[config.mk]
export PLATFORM = sky130hd
export DESIGN_NAME = iir_cfg_ctrl
export DESIGN_NICKNAME = d
export VERILOG_FILES = /design/src/rtl/iir_cfg_ctrl.sv
export SDC_FILE = /design/constraint.sdc
export NUM_CORES = 1
export LEC_CHECK = 0
export CORE_MARGIN = 2
export CORE_UTILIZATION = 35
export CTS_CLUSTER_DIAMETER = 150
export DETAILED_ROUTE_END_ITERATION = 16
export DONT_BUFFER_PORTS = 1
export PLACE_DENSITY = 0.52
export SYNTH_ARGS = -nofsm -noshare
export SYNTH_HDL_FRONTEND = slang
export SYNTH_SLANG_ARGS = --single-unit
[constraint.sdc]
create_clock -name clk -period 4.05 [get_ports clk]
set_input_delay 0.81 -clock clk [delete_from_list [all_inputs] [get_ports clk]]
set_output_delay 0.81 -clock clk [all_outputs]
set_load 0.02 [all_outputs]
[src/rtl/iir_cfg_ctrl.sv]
// iir_cfg_ctrl: shadow/active coefficient sets for the IIR core, atomic commit,
// post-commit flush and sample gating. Optional readback port under IIR_CFG_READBACK_EN.
module iir_cfg_ctrl #(
  parameter int W            = 16,
  parameter int MAX_ORDER    = 8,
  parameter int FLUSH_CYCLES = 4
) (
  input  logic              clk,
  input  logic              reset,
  input  logic              cfg_valid,
  output logic              cfg_ready,
  input  logic [3:0]        cfg_addr,
  input  logic [W-1:0]      cfg_data,
  input  logic              cfg_commit,
  input  logic [W-1:0]      x_in,
  input  logic              x_valid,
  output logic [W-1:0]      x_out,
  output logic              x_stb,
  output logic [15*W-1:0]   coef_out,
  output logic [3:0]        order_out,
  output logic              flt_rst,
  output logic              busy,
  output logic              cfg_err,
  output logic [15:0]       drop_cnt
`ifdef IIR_CFG_READBACK_EN
  ,
  input  logic [3:0]        rd_addr,
  output logic [W-1:0]      rd_data
`endif
);

  // state  | meaning
  // IDLE   | nothing committed yet, filter held in reset
  // COMMIT | copying shadow set into the active set (first flush cycle)
  // FLUSH  | filter held in reset for the remaining flush cycles
  // RUN    | active set valid, samples pass to the core
  typedef enum logic [1:0] {
    ST_IDLE   = 2'd0,
    ST_COMMIT = 2'd1,
    ST_FLUSH  = 2'd2,
    ST_RUN    = 2'd3
  } state_t;

  localparam int CNT_W = (FLUSH_CYCLES > 2) ? $clog2(FLUSH_CYCLES) : 1;
  localparam logic [CNT_W-1:0] FLUSH_INIT = CNT_W'(FLUSH_CYCLES - 1);
  localparam logic [3:0] MAX_ORD4 = 4'(MAX_ORDER);

  state_t             state, state_nxt;
  logic [CNT_W-1:0]   flush_cnt;
  logic [15*W-1:0]    shadow_coef;
  logic [3:0]         shadow_order;
  logic               order_legal;
  logic               commit_ok;
  logic               commit_bad;

  assign order_legal = (shadow_order != 4'd0) && (shadow_order <= MAX_ORD4);

  always_ff @(posedge clk) begin
    if (!reset) state <= ST_IDLE;
    else        state <= state_nxt;
  end

  always_comb begin
    state_nxt  = state;
    cfg_ready  = 1'b0;
    busy       = 1'b0;
    flt_rst    = 1'b0;
    commit_ok  = 1'b0;
    commit_bad = 1'b0;
    case (state)
      ST_IDLE, ST_RUN: begin
        cfg_ready = 1'b1;
        flt_rst   = (state == ST_RUN);
        if (cfg_commit) begin
          if (order_legal) begin
            state_nxt = ST_COMMIT;
            commit_ok = 1'b1;
          end else begin
            commit_bad = 1'b1;
          end
        end
      end
      ST_COMMIT: begin
        busy      = 1'b1;
        state_nxt = (flush_cnt == '0) ? ST_RUN : ST_FLUSH;
      end
      ST_FLUSH: begin
        busy = 1'b1;
        if (flush_cnt <= CNT_W'(1)) state_nxt = ST_RUN;
      end
      default: state_nxt = ST_IDLE;
    endcase
  end

  always_ff @(posedge clk) begin
    if (!reset) begin
      shadow_coef  <= '0;
      shadow_order <= '0;
      coef_out     <= '0;
      order_out    <= '0;
      flush_cnt    <= '0;
      cfg_err      <= 1'b0;
      x_out        <= '0;
      x_stb        <= 1'b0;
      drop_cnt     <= '0;
    end else begin
      if (cfg_valid && cfg_ready) begin
        if (cfg_addr == 4'd15) shadow_order <= cfg_data[3:0];
        else                   shadow_coef[cfg_addr*W +: W] <= cfg_data;
      end

      if (commit_ok)
        flush_cnt <= FLUSH_INIT;
      else if (state == ST_FLUSH && flush_cnt != '0)
        flush_cnt <= flush_cnt - CNT_W'(1);

      // Shadow cannot change during COMMIT, so this copy is atomic.
      if (state == ST_COMMIT) begin
        coef_out  <= shadow_coef;
        order_out <= shadow_order;
      end

      if (commit_ok)       cfg_err <= 1'b0;
      else if (commit_bad) cfg_err <= 1'b1;

      x_stb <= 1'b0;
      if (x_valid) begin
        if (state == ST_RUN) begin
          x_out <= x_in;
          x_stb <= 1'b1;
        end else if (drop_cnt != 16'hFFFF) begin
          drop_cnt <= drop_cnt + 16'd1;
        end
      end
    end
  end

`ifdef IIR_CFG_READBACK_EN
  always_ff @(posedge clk) begin
    if (!reset)               rd_data <= '0;
    else if (rd_addr == 4'd15) rd_data <= {{(W-4){1'b0}}, shadow_order};
    else                      rd_data <= shadow_coef[rd_addr*W +: W];
  end
`endif

endmodule

## Word-level counts from Yosys, hierarchy flattened

Cells that the tools add are included.

- Word-level logic and storage cells: 63
- Input port bits: 41
- Bits in registers: 526
- Output and inout port bits: 281

- Add/sub/neg operators: 3
- Order comparisons: 2
- Reduce and logical (&&, ||, !) cells: 17
- Equal/unequal tests: 8
- Multiplexer cells: 18
- Bitwise logic cells: 3
- Shifts and indexed selects: 2

Operator list:

| operator | number |
|---|---|
| bitwise mux 240 bit | 1 |
| variable shift 16 x 34 -> 240 bit, first input constant | 1 |
| indexed part select 16 x 34 -> 240 bit | 1 |
| negation 8 -> 34 bit | 1 |
| adder 16 x 1 -> 16 bit, second input constant | 1 |
| != test 16 bit, second input constant | 1 |
| 2-to-1 mux 1 bit | 11 |
| 2-to-1 mux 2 bit | 5 |
| AND reduction 2 bit | 4 |
| != test 2 bit, second input constant | 3 |
| case mux 2 bit (3 select lines) | 1 |
| AND reduction 3 bit | 2 |
| OR reduction 2 bit | 3 |
| == test 2 bit, second input constant | 2 |
| == test 4 bit, second input constant | 1 |
| less-or-equal comparator 4 bit, second input constant | 1 |
| zero test 2 bit | 2 |
| nonzero test 2 bit | 2 |
| nonzero test 4 bit | 1 |
| logical AND 1 bit | 3 |
| NOT 1 bit | 3 |
| == test 2 x 1 -> 1 bit, second input constant | 1 |
| less-or-equal comparator 2 x 1 -> 1 bit, second input constant | 1 |
| subtractor 2 x 1 -> 2 bit, second input constant | 1 |

## Logic depth before layout (Yosys ltp)

Gate-level depths: netlist (run 1).

- Depth in word-level cells: 6
- Gate-level depth with buffers: 10
- Mapped depth without buffers: 6

## Worst setup path before layout (run 1)

OpenSTA, ideal clock, no wires.

- Path type: input to register
- From: in cfg_addr[0]
- To: reg shadow_coef[166]
- Path buffers: 4
- Slack: 0.942 ns
- Arrival: 2.989 ns
- Required time: 3.930 ns
- Stages: 10
- Setup time: 0.120 ns
- Path through: clkbuf_1 inv_1 ha_1 buf_2 nor3b_1 or4_4 or4_1 buf_4 buf_6 mux2i_1

- Longest elaborated chain between the ends: 3
- Elaborated cells between the ends (all ways): 7
- Those cells by class: 1 x add/sub; 1 x eq/ne; 2 x shift; 1 x mux; 1 x bitwise; 1 x reduce/logical

Ends and longest elaborated chain:

| element | RTL line | RTL |
|---|---|---|
| start, declared | 12 | `input logic [3:0] cfg_addr,` |
| negation 8 -> 34 bit / == test 4 bit (equally long branches) | 109, 108 |  |
| indexed part select 16 x 34 -> 240 bit, or another cell as far along | 109 | `else shadow_coef[cfg_addr*W +: W] <= cfg_data;` |
| bitwise mux 240 bit / AND reduction 2 bit (equally long branches) | n/a |  |
| end signal, assigned by index | 109 |  |
| end, declared | 50 | `logic [15*W-1:0] shadow_coef;` |

Several ways; a longest one is shown, not always the timed one.
A chain may end at the register's enable or synchronous reset.

## Final worst setup path (run 1)

- From: reg state[0]
- To: reg shadow_coef[125]

- Longest elaborated chain between the ends: 5
- Elaborated cells between the ends (all ways): 6
- Those cells by class: 1 x eq/ne; 1 x mux; 4 x reduce/logical

Ends and longest elaborated chain:

| element | RTL line | RTL |
|---|---|---|
| start, declared | 48 | `state_t state, state_nxt;` |
| start signal, assigned | 60 | `else state <= state_nxt;` |
| == test 2 bit / zero test 2 bit (equally long branches) | 70 | `case (state)` |
| OR reduction 2 bit * | 70 |  |
| 2-to-1 mux 1 bit * | 70 |  |
| logical AND 1 bit * | 107 | `if (cfg_valid && cfg_ready) begin` |
| AND reduction 2 bit (no source line) * | n/a |  |

Every way passes the cells marked *; elsewhere a longest branch is shown, timed or not.

==> results.toml, run 1 <==
[outcome]
status = "completed"

[floorplan]
die_h_um = 244
start_util_pct = 35.5
io_pins = 322
die_area_um2 = 59400
rows = 87
fp.dieW_um = 244
core_area_um2 = 56600

[setup_path]
ff2ff_path_depth = 6
slowest_stage = "nor4_4"
start_kind = "register"
crit_family = "simple AND/OR/NAND/NOR gates"
cpPeakStageDelay_ns = 0.76
regToRegStartpoint = "state[0]"
path_buf_inv = 1
worstPathMaxFanout = 19
cp_cell_sequence = "inv_1 > ha_1 > nand4b_1 > nor4_4 > nand3_2 > mux2i_1"
crit_path_start = "state[0]"
crit_type = "register to register"
worstPathArrival_ns = 3.55
path_depth = 6
r2r_slack_ns = 1.03
cp-end-kind = "register"
required_ns = 4.58

[global_routing]
overflow = 0
met2_usage_pct = 31.7
grt_pass1_vias = 14083
grt_use_total_pct = 19.6
grt_max_degree = 268
top_usage_layer = "met2"
grt_use_met3_pct = 7.20
grt_pass1_wl_um = 89200
antenna_found_initial = 0
gr-usage-met1_pct = 24.2

[hold_path]
hold_class = "input port to register"
hold_path.startpoint = "x_in[10]"
whs_path_depth = 2

[synth]
synth.avg_cell_area_um2 = 9.46
synth_edf_count = 0
yosysMostFrequentCell = "dfxtp_1"
yosysWarnings = 0
syn_inst = 2126
syn-num-nets = 2176
synthTopCellsByArea = "dfxtp_1 52%, mux2i_1 23%, nand2_1 8.9%"
synth_common_cells = "526 x dfxtp_1, 474 x nand2_1, 459 x mux2i_1, 258 x nor2_1, 106 x clkbuf_1"
synth_seq_area_share_pct = 52.4
synth_area_leader_cell = "dfxtp_1"
syn-cell-area_um2 = 20100
yosysTopAreaCellShare_pct = 52.4
synthFlopType = "dfxtp_1"
synth_cell_type_count = 49
async_reset_ff_share_pct = 0
ys_ff_latch = 526

[place]
gp_congestion = 0.812
portBuffers = 0
hpwl_um = 38300
pre_cts_slack_ns = 0.634
placedCellCount = 2771

[route]
final_antenna_net_count = 0
drtIter0Drc = 788
drc = 0
wirelength_um = 59600
drt-vias-per-instance = 4.99
firstDrtPassIters = 5
num_vias = 14328
wire_per_inst_um = 20.8

[sta]
timing.slew.headroom_pct = 15.7
period_minus_slack_ns = 3.02
fin_ws_ns = 1.03
setup_viol = 0
fmax_ghz = 0.331
finalMaxSlewViolations = 0
hold_viol = 0
post-route-period-util_pct = 74.7
worstMarginPinSlew_ns = 1.27
worst_clock_skew_ns = 0.0211
fin_tns_setup_ns = 0
rsz0062_at_grt = "false"

[clock_tree]
insertion_delay_ns = 0.62
cts-root-buf = "clkbuf_16"
clk_pin_slew_ns = 0.06
htreeDepth = 2
ctsHoldBuffers = 0
ctsResizeCount = 0
cts_buffer_depth = 3
clkSinkCount = 526
tritoncts = "built"
numCtsBuffers = 57
postCtsSetupRepairBufs = 0

[layout]
area_growth_syn_to_layout_pct = 13.0
diodes = 0
fill_cells = 5579
fin_util_pct = 40.1
final_nets = 2124
final_cells = 2873
drive_above_1_share_pct = 7.42
multi_input_area_um2 = 9000
seq_area_um2 = 10500

[job]
maxCapViolations = 0

[power]
p_leak_nw = 8.68
p_per_area_nw_per_um2 = 510
ir_drop_uv = 327
layer usage:
| layer | share of wire [%] | up-vias | wire length [um] |
|---|---|---|---|
| met5 | 0 | - | 0 |
| met4 | 2.5 | 0 | 1490 |
| met3 | 9.0 | 82 | 5390 |
| met2 | 46 | 383 | 27500 |
| met1 | 42 | 6880 | 25200 |
| li1 | - | 6983 | - |
cells by family after synthesis:
family          Yosys count  share of synthesized area [%]
buf+inv                 166                           3.31
flops                   526                           52.4
mux                     459                           22.9
simple gates            876                           18.3
compound gates           86                           2.37
xor+xnor                  4                          0.174
fa+ha+maj                 9                          0.560
report_power, final:
group | switching (mW) | internal (mW) | leakage [nW]
combinational | 0.805 | 0.478 | 3.54
sequential | 0.0516 | 5.21 | 4.24
clock | 2.14 | 2.90 | 0.904
final timing paths:
| path | to |
|---|---|
| worst max-delay path | shadow_coef[125] |
| worst min-delay path | x_out[10] |
| worst max register to register | shadow_coef[125] |
| worst min register to register | shadow_coef[77] |
cell usage in the layout, fill, tap and decap left out, types with 13 or more instances in the layout:
| cell type | n |
|---|---|
| o21ai_0 | 22 |
| buf_4 | 38 |
| a21oi_1 | 48 |
| inv_1 | 13 |
| nand2_1 | 474 |
| nand3_1 | 30 |
| clkbuf_16 | 57 |
| nor2_1 | 258 |
| clkbuf_8 | 14 |
| and2_1 | 20 |
| mux2i_1 | 459 |
| dfxtp_1 | 526 |
| nand4_1 | 25 |
metrics by stage:
step                instance area (um^2)  hold slack, ns  total power, mW
floorplan                          20100           0.432             6.39
global placement                   20900           0.441             6.66
detailed placement                 20900           0.447             6.68
CTS                                22700           0.302             11.7
global route                       22700           0.313             12.0
finish                             22700           0.335             11.6
flip-flops by register name, indices dropped and copies added, names as in the netlist:
signal / cells
flush_cnt: 2
shadow_order: 4
cfg_err: 1
order_out: 4
x_stb: 1
state: 2
shadow_coef: 240
coef_out: 240
drop_cnt: 16
x_out: 16
worst reg2reg max path, delay by kind of cell (launching register included):
kind	cells	cell delay (ns)
fa+ha+maj	1	0.47
flops	1	0.42
simple gates	3	1.60
mux	1	0.36
buf+inv	1	0.10
cell type report:
type,count,area share [%]
clock buffer,82,7.31
clock inverter,20,0.722
inverter,14,0.265
multi-input combinational,1434,39.6
sequential,526,46.4
tap,756,4.17
timing repair buffer,41,1.52
(Power assumes the default switching activity.)
==> run 2, diff against run 1 <==
- PLACE_DENSITY: 0.52 -> 0.54
- clock period: 4.05 -> 2.71 ns (I/O delays scaled with it)
==> run 2 against run 1 <==
  * Global-route usage up 0.25 points
  * Sequential power up 50%
  * Clock power up 54%
  * Hold slack worse by 0.26 ns
  * Sequential cell count unchanged
  * Worst setup slack worse by 0.83 ns
  * Critical path depth down 2
  * Via count up 0.89%
  * Combinational power up 59%
  * Die area unchanged
==> results.toml, run 2 (same netlist as run 1, synthesis figures left out) <==
[route]
wirelength_um = 60000
drtIter0Drc = 949
firstDrtPassIters = 5
num_vias = 14455
wire_per_inst_um = 20.7
drc = 0
drt-vias-per-instance = 4.98
final_antenna_net_count = 0

[clock_tree]
ctsHoldBuffers = 0
postCtsSetupRepairBufs = 0
cts-root-buf = "clkbuf_16"
tritoncts = "built"
htreeDepth = 2
cts_buffer_depth = 3
clk_pin_slew_ns = 0.06
clkSinkCount = 526
numCtsBuffers = 56
ctsResizeCount = 0
insertion_delay_ns = 0.61

[hold_path]
hold_class = "input port to register"
hold_path.startpoint = "cfg_data[11]"

[layout]
drive_above_1_share_pct = 8.67
area_growth_syn_to_layout_pct = 15.0
multi_input_area_um2 = 9010
layout.cells.most_common = "dfxtp_1"
reg.largest.list = "coef_out (240), shadow_coef (240)"
final_cell_mix = "526 x dfxtp_1, 474 x nand2_1, 459 x mux2i_1"
diodes = 0
fill_cells = 5629
final_nets = 2153
seq_area_um2 = 10500

[power]
intPower_mw = 13.2
p_leak_nw = 8.89
combinationalPowerShare_pct = 11.5
p_sw_share_pct = 25.4
p_clk_share_pct = 44.0
switchingPower_mw = 4.49
p_per_area_nw_per_um2 = 765
seq_power_share_pct = 44.5
ir_drop_uv = 501

[global_routing]
grt_max_degree = 268
grt_pass1_vias = 14290
grt_pass1_wl_um = 90700
grt_use_total_pct = 19.8
overflow = 0
antenna_found_initial = 1

[floorplan]
rows = 87
io_pins = 322
die_h_um = 244
die_area_um2 = 59400
core_area_um2 = 56600
fp.dieW_um = 244
start_util_pct = 35.5

[sta]
fin_tns_setup_ns = 0
post-route-period-util_pct = 92.7
holdWs_ns = 0.0792
worst_clock_skew_ns = 0.0187
period_minus_slack_ns = 2.51
fin_ws_ns = 0.198
timing.slew.headroom_pct = 22.5
worstMarginPinSlew_ns = 1.16
rsz0062_at_grt = "false"
finalMaxSlewViolations = 0
setup_viol = 0
fmax_ghz = 0.398
hold_viol = 0

[setup_path]
required_ns = 2.17
r2r_slack_ns = 0.29
rr_endpoint = "shadow_coef[162]"
setup.worst_path.end = "busy"
worstPathArrival_ns = 1.97
crit_type = "register to output pin"
crit_path_start = "state[0]"
worstPathMaxFanout = 8
regToRegStartpoint = "state[0]"
start_kind = "register"
cp-end-kind = "output pin"
ff2ff_path_depth = 6

[place]
gp_congestion = 0.870
portBuffers = 0
pre_cts_slack_ns = 0.0689
hpwl_um = 39000

[outcome]
status = "completed"

[job]
maxCapViolations = 0
## run 2: cell count changes in the layout (fill, tap and decap cells not counted)
cell / change
or4_1: -1
clkbuf_1: +2
nor3b_4: +1
buf_12: +9
inv_6: +1
or4_4: +1
bufinv_16: +3
clkinv_8: -2
buf_4: +21
clkinv_2: -5
nor3b_1: -1
## run 2: area by class of cell
cell class              instances  share of cell area [%]
multi-input cells            1434                    39.0
flip-flops and latches        526                    45.6
inverters                      14                   0.260
clock inverters                17                   0.888
clock buffers                  84                    7.22
well taps                     756                    4.09
repair buffers                 71                    2.96
## run 2: critical path, stage by stage (launching register included)
cell     delay (ns)
dfxtp_1        0.43
inv_1          0.09
ha_1           0.38
buf_4          0.22
inv_1          0.25
## run 2: worst min-delay path by stage
stage	slack (ns)	cells past startpoint	endpoint
2_1_floorplan	0.43	2	shadow_coef[10]
3_3_place_gp	0.44	2	shadow_coef[9]
3_5_place_dp	0.45	2	shadow_coef[1]
4_1_cts	0.04	2	x_out[7]
5_1_grt	0.05	2	shadow_coef[3]
6_report	0.08	2	shadow_coef[11]
## run 2: power groups by stage
stage	clock [mW]	combinational [mW]	sequential (mW)
finish	7.78	2.04	7.87
global route	8.31	2.16	7.87
CTS	8.00	2.06	7.86
detailed placement	0	2.06	8.04
global placement	0	2.04	8.03
floorplan	0	1.53	8.02
## run 2: layer usage
metal | vias up | track usage, % | share of wire [%]
met5 | - | 0 | 0
met1 | 6958 | 24.1 | 43
met3 | 93 | 7.50 | 8.8
li1 | 7045 | - | -
met4 | 0 | 6.37 | 3.0
met2 | 359 | 32.2 | 46
## run 2: through the flow
stage | total power [mW] | util, % | std cells | cell area (um^2)
floorplan | 9.55 | - | 2126 | 20100
global placement | 10.1 | 37.5 | 2801 | 21200
detailed placement | 10.1 | 37.5 | 2801 | 21200
CTS | 17.9 | 40.8 | 2902 | 23100
global route | 18.3 | 40.8 | 2902 | 23100
finish | 17.7 | 40.8 | 2902 | 23100
